[src/rtl/sbox_sched.sv]
// rtl/sbox_sched.sv - time-multiplexes one shared S-box bank across the eight 6-bit groups of a round value
// Issues eight lookups on a registered bank port and assembles the 32-bit result nibble by nibble.
module sbox_sched #(
   parameter int LUT_LAT = 0
) (
   input  logic        clk,
   input  logic        rst,
   input  logic        in_valid,
   output logic        in_ready,
   input  logic [1:48] din,
   output logic        out_valid,
   input  logic        out_ready,
   output logic [1:32] dout,
   output logic [2:0]  lut_sel,
   output logic [1:6]  lut_in,
   input  logic [1:4]  lut_out,
   output logic        busy
);

   typedef enum logic [1:0] {IDLE, LOOK, DONE} state_e;

   state_e      state_q;
   logic [1:48] hold_q;
   logic [2:0]  iss_q;
   logic [2:0]  cap_q;
   logic        iss_done_q;
   logic        pres_q;
   logic [1:32] dout_q;
   logic        out_valid_q;
   logic [2:0]  sel_q;
   logic [1:6]  lin_q;

   logic        cap_en;
   logic [5:0]  hold_base;
   logic [5:0]  dout_base;

   assign hold_base = ({3'b000, iss_q} * 6'd6) + 6'd1;
   assign dout_base = {1'b0, cap_q, 2'b00} + 6'd1;

   // pres_q marks a cycle in which a fresh lookup sits on the bank port;
   // a registered bank delivers its result one cycle later still.
   generate
      if (LUT_LAT == 1) begin : g_reg_bank
         logic pres2_q;
         always_ff @(posedge clk or posedge rst) begin
            if (rst) pres2_q <= 1'b0;
            else     pres2_q <= pres_q;
         end
         assign cap_en = pres2_q;
      end else begin : g_comb_bank
         assign cap_en = pres_q;
      end
   endgenerate

   always_ff @(posedge clk or posedge rst) begin
      if (rst) begin
         state_q     <= IDLE;
         hold_q      <= '0;
         iss_q       <= '0;
         cap_q       <= '0;
         iss_done_q  <= 1'b0;
         pres_q      <= 1'b0;
         dout_q      <= '0;
         out_valid_q <= 1'b0;
         sel_q       <= '0;
         lin_q       <= '0;
      end else begin
         pres_q <= 1'b0;
         case (state_q)
            IDLE: begin
               if (in_valid) begin
                  // Index 0 is issued straight from din so the first lookup lands the cycle after accept.
                  hold_q     <= din;
                  sel_q      <= 3'd0;
                  lin_q      <= din[1:6];
                  pres_q     <= 1'b1;
                  iss_q      <= 3'd1;
                  cap_q      <= 3'd0;
                  iss_done_q <= 1'b0;
                  state_q    <= LOOK;
               end
            end
            LOOK: begin
               if (!iss_done_q) begin
                  sel_q  <= iss_q;
                  lin_q  <= hold_q[hold_base +: 6];
                  pres_q <= 1'b1;
                  iss_q  <= iss_q + 3'd1;
                  if (iss_q == 3'd7) iss_done_q <= 1'b1;
               end
               if (cap_en) begin
                  dout_q[dout_base +: 4] <= lut_out;
                  cap_q <= cap_q + 3'd1;
                  if (cap_q == 3'd7) begin
                     state_q     <= DONE;
                     out_valid_q <= 1'b1;
                  end
               end
            end
            DONE: begin
               if (out_ready) begin
                  out_valid_q <= 1'b0;
                  state_q     <= IDLE;
               end
            end
            default: state_q <= IDLE;
         endcase
      end
   end

   assign in_ready  = (state_q == IDLE);
   assign busy      = (state_q != IDLE);
   assign out_valid = out_valid_q;
   assign dout      = dout_q;
   assign lut_sel   = sel_q;
   assign lut_in    = lin_q;

endmodule

[config.mk]
export PLATFORM = sky130hd
export DESIGN_NAME = sbox_sched
export DESIGN_NICKNAME = d
export VERILOG_FILES = /design/src/rtl/sbox_sched.sv
export SDC_FILE = /design/constraint.sdc
export NUM_CORES = 1
export LEC_CHECK = 0
export ABC_AREA = 1
export ABC_CLOCK_PERIOD_IN_PS = 2700
export CAP_MARGIN = 5
export CORE_ASPECT_RATIO = 1.25
export CORE_MARGIN = 1
export CORE_UTILIZATION = 48
export CTS_CLUSTER_SIZE = 10
export DETAILED_ROUTE_END_ITERATION = 16
export GPL_TIMING_DRIVEN = 0
export MAX_ROUTING_LAYER = met4
export PLACE_DENSITY = 0.78
export SLEW_MARGIN = 20
export SYNTH_ARGS = -nofsm -noshare
export SYNTH_HDL_FRONTEND = slang
export SYNTH_SLANG_ARGS = --single-unit
[constraint.sdc]
create_clock -name clk -period 2.7 [get_ports clk]
set_input_delay 0.27 -clock clk [delete_from_list [all_inputs] [get_ports clk]]
set_output_delay 0.27 -clock clk [all_outputs]
set_load 0.02 [all_outputs]
==> results by group <==
Die
  • Die outline width: 97.2 um
  • Area of the core: 11100 um2
  • Standard-cell rows: 43
  • Die Span Y: 121 um
  • Full die area: 11800 um2
  • I/O pin total: 100
  • Effective utilization at floorplan: 0.491

Finish
  • Layout fillers: 1023
  • Non-filler cells in the finished layout: 980
  • Signed area change from the synthesized netlist to the final layout: 27.7%
  • Reg area: 2500 um2
  • Cell area after layout: 6950 um2
  • Area taken by multi-input logic gates: 2520 um2
  • Final Util: 0.627
  • Number of diodes added for antenna fixing: 0
  • Nets@finish: 907
  • Share of post-route cells with drive strength above 1: 0.0876

Timing
  • Final Max Tran Viols: 0
  • Setup repair after global routing missed its margin: false
  • Tightest hold margin: 0.379 ns
  • Number of failing setup endpoints in the final timing report: 0
  • Final number of hold-violating endpoints: 0
  • Period utilisation layout: 0.934
  • Setup clock skew after layout: 0.0103 ns
  • Maximum operating frequency: 396 MHz
  • Worst relative slew slack: 0.497
  • Slew at the pin closest to its max-slew limit: 0.753 ns
  • Final critical delay including setup and external delays: 2.52 ns
  • Setup WS post-layout: 0.178 ns
  • Setup TNS Final: 0 ns

Worst setup path
  • Critical path data arrival time: 2.81 ns
  • Launching element type of the critical path: flip-flop
  • Crit Path Category: flip-flop to flip-flop
  • Endpoint kind of the worst setup timing path: flip-flop
  • Data required, critical path: 2.99 ns
  • Largest driver fanout on the critical path: 10

Synthesis
  • Sequential fraction of the synthesis area: 0.460
  • Mapped Nets: 795
  • Mean instance size in the synthesized netlist: 7.47 um2
  • EDFF count, synth: 0
  • Cell area after synthesis: 5440 um2
  • Proportion of register bits with asynchronous set or reset after synthesis: 1.00
  • Top FF cell, synth: sky130_fd_sc_hd__dfrtp_1
  • Warnings from Yosys: 0
  • Count of state elements after synthesis: 100
  • Synthesized netlist cell count: 728
  • Synth cell types: 35

Placement
  • Post-DP HPWL: 13000 um
  • Weighted congestion at the end of routability-driven global placement: 0.971
  • Placed Area: 6640 um2
  • # placed instances: 964
  • IO Port Bufs: 99
  • Pre-CTS setup slack: -0.130 ns

Power
  • Power per cell area: 1440 nW/um2
  • Static leakage: 3.38 nW
  • Total design power: 9.98 mW
  • Largest vdd supply drop: 0.635 mV

Clocking
  • Number of levels in the clock H-tree: 3
  • Clock latency on the worst-skew pair: 0.35 ns
  • Post-CTS setup buffer count: 0
  • Clock tree root buffer cell: sky130_fd_sc_hd__clkbuf_16
  • Largest buffer count on any clock path: 2
  • TritonCTS Buffers: 9
  • Reg clk slew, reported paths: 0.08 ns
  • Total clock sinks: 100
  • TritonCTS clock tree: done

GRT
  • Via count of the first global-routing pass: 5368
  • Congestion Overflow GR: 0
  • Initial antenna violation count: 0
  • All-Layer GR Usage: 0.312
  • First-pass GRT wire length: 27600 um
  • Maximum number of pins on one net before global-route repair: 36

Job
  • Max-Cap Viols: 0

Routing
  • Detailed-route wire length: 17200 um
  • Vias: 5258
  • Detailed-routing iteration count for the pre-antenna-repair pass: 5
  • Post-route ant nets: 0
  • Drt initial violations: 292
  • Ratio of routed vias to standard cells: 5.37
  • DRC Markers: 0
  • DR WL/cell: 17.6 um

Status
  • Outcome: finished clean

Min path
  • Worst min path class: input pin to asynchronous set/reset pin
## sequential cells by signal, summed over array words and instances (netlist names)
register,flops
cap_en,1
hold_q,48
out_valid,1
cap_q,3
state_q,2
lut_sel,3
iss_q,3
iss_done_q,1
dout,32
lut_in,6
## routing by layer
metal  GRT usage  part of all wire  up-vias
met5           -                 0        -
met4       0.139             0.033        0
met3      0.0340             0.041       37
met2       0.547              0.51      193
met1       0.365              0.41     2469
li1            -                 -     2559
## synthesized netlist by cell type, types with 2 or more instances
cell type / number / area (um2)
sky130_fd_sc_hd__nor2_4: 2 / 22.5
sky130_fd_sc_hd__a21oi_1: 15 / 75.1
sky130_fd_sc_hd__nand2_1: 280 / 1050
sky130_fd_sc_hd__inv_2: 9 / 33.8
sky130_fd_sc_hd__clkinv_1: 2 / 7.51
sky130_fd_sc_hd__dfrtp_1: 100 / 2500
sky130_fd_sc_hd__mux2_2: 6 / 67.6
sky130_fd_sc_hd__o21ai_1: 2 / 10.0
sky130_fd_sc_hd__clkbuf_1: 12 / 45.0
sky130_fd_sc_hd__buf_4: 3 / 22.5
sky130_fd_sc_hd__o21ai_0: 49 / 245
sky130_fd_sc_hd__nand4_1: 8 / 50.1
sky130_fd_sc_hd__inv_1: 53 / 199
sky130_fd_sc_hd__nor3_1: 14 / 70.1
sky130_fd_sc_hd__o21ai_2: 3 / 26.3
sky130_fd_sc_hd__buf_6: 2 / 22.5
sky130_fd_sc_hd__ha_1: 10 / 125
sky130_fd_sc_hd__nor3_4: 4 / 65.1
sky130_fd_sc_hd__o211ai_1: 3 / 22.5
sky130_fd_sc_hd__nor2_1: 29 / 109
sky130_fd_sc_hd__buf_2: 17 / 85.1
sky130_fd_sc_hd__o31ai_1: 3 / 22.5
sky130_fd_sc_hd__nand3_1: 90 / 450
## critical path: stages, from the launching register on
cell and delay [ns]:
sky130_fd_sc_hd__dfrtp_1 0.42, sky130_fd_sc_hd__ha_1 0.24, sky130_fd_sc_hd__inv_1 0.07, sky130_fd_sc_hd__fa_1 0.54, sky130_fd_sc_hd__inv_2 0.23, sky130_fd_sc_hd__buf_2 0.31, sky130_fd_sc_hd__nand4_1 0.14, sky130_fd_sc_hd__nand3_1 0.14
sky130_fd_sc_hd__nand3_1 0.08, sky130_fd_sc_hd__nand2_1 0.16, sky130_fd_sc_hd__nand2_1 0.07, sky130_fd_sc_hd__nand2_1 0.06
## layout make-up
| class | count | share of cell area |
|---|---|---|
| buffer | 35 | 0.0261 |
| clock buffer | 9 | 0.0324 |
| clock inverter | 7 | 0.00973 |
| inverter | 65 | 0.0360 |
| multi-input combinational | 528 | 0.363 |
| sequential | 100 | 0.360 |
| tap | 135 | 0.0243 |
| timing repair buffer | 101 | 0.148 |
## cell families (layout without fill, tap and decap cells)
family	count (synthesis)	after routing	share of synthesized area
AO/OA/AOI/OAI	78	78	0.0782
AND/OR/NAND/NOR	431	431	0.341
buffers and inverters	100	217	0.0782
adder cells (fa/ha/maj)	11	11	0.0267
flip-flops	100	100	0.460
multiplexers	6	6	0.0124
XOR/XNOR	2	2	0.00322
## power breakdown
group	total (mW)	internal [mW]	leakage (nW)	switching (mW)
logic	6.06	2.10	1.99	3.96
registers	2.65	2.19	1.25	0.460
clock network	1.28	0.649	0.145	0.629
## cells in the final DEF, fill, tap and decap left out, types with 2 or more instances in the layout
cell / instances
sky130_fd_sc_hd__nand2_1: 280
sky130_fd_sc_hd__dfrtp_1: 100
sky130_fd_sc_hd__clkdlybuf4s50_1: 99
sky130_fd_sc_hd__nand3_1: 90
sky130_fd_sc_hd__inv_1: 52
sky130_fd_sc_hd__o21ai_0: 49
sky130_fd_sc_hd__nor2_1: 28
sky130_fd_sc_hd__buf_2: 18
sky130_fd_sc_hd__a21oi_1: 15
sky130_fd_sc_hd__nor3_1: 14
sky130_fd_sc_hd__clkbuf_1: 11
sky130_fd_sc_hd__ha_1: 10
sky130_fd_sc_hd__inv_2: 9
sky130_fd_sc_hd__clkbuf_16: 9
sky130_fd_sc_hd__nand4_1: 8
sky130_fd_sc_hd__mux2_2: 6
sky130_fd_sc_hd__nor3_4: 4
sky130_fd_sc_hd__buf_4: 3
sky130_fd_sc_hd__nor2_4: 3
sky130_fd_sc_hd__o211ai_1: 3
sky130_fd_sc_hd__o31ai_1: 3
sky130_fd_sc_hd__o21ai_2: 3
sky130_fd_sc_hd__buf_6: 2
sky130_fd_sc_hd__clkinv_1: 2
sky130_fd_sc_hd__o21ai_1: 2
sky130_fd_sc_hd__inv_6: 2
sky130_fd_sc_hd__clkinv_4: 2
sky130_fd_sc_hd__buf_12: 2
## worst paths after layout
check                                     startpoint                     end  slack (ns)  cells after the start
worst min-delay path                             rst  hold_q[33]$_DFFE_PP0P_        0.38                      2
worst max register to register  iss_q[1]$_DFFE_PP0P_   lut_in[3]$_DFFE_PP0P_        0.18                     11
worst max-delay path            iss_q[1]$_DFFE_PP0P_   lut_in[3]$_DFFE_PP0P_        0.18                     11
max in group asynchronous                        rst   hold_q[2]$_DFFE_PP0P_        1.44                      4
worst min register to register  dout[23]$_DFFE_PP0P_    dout[23]$_DFFE_PP0P_        0.48                      2
min in group clk                             din[48]  hold_q[48]$_DFFE_PP0P_        0.45                      3
## repair_timing
item,in CTS,in global routing
endpoints found under the hold margin,0,0
resized for setup,2,3
hold buffers,0,0
setup endpoints to repair,4,6
Note: power is estimated with default switching activity, not from simulation.
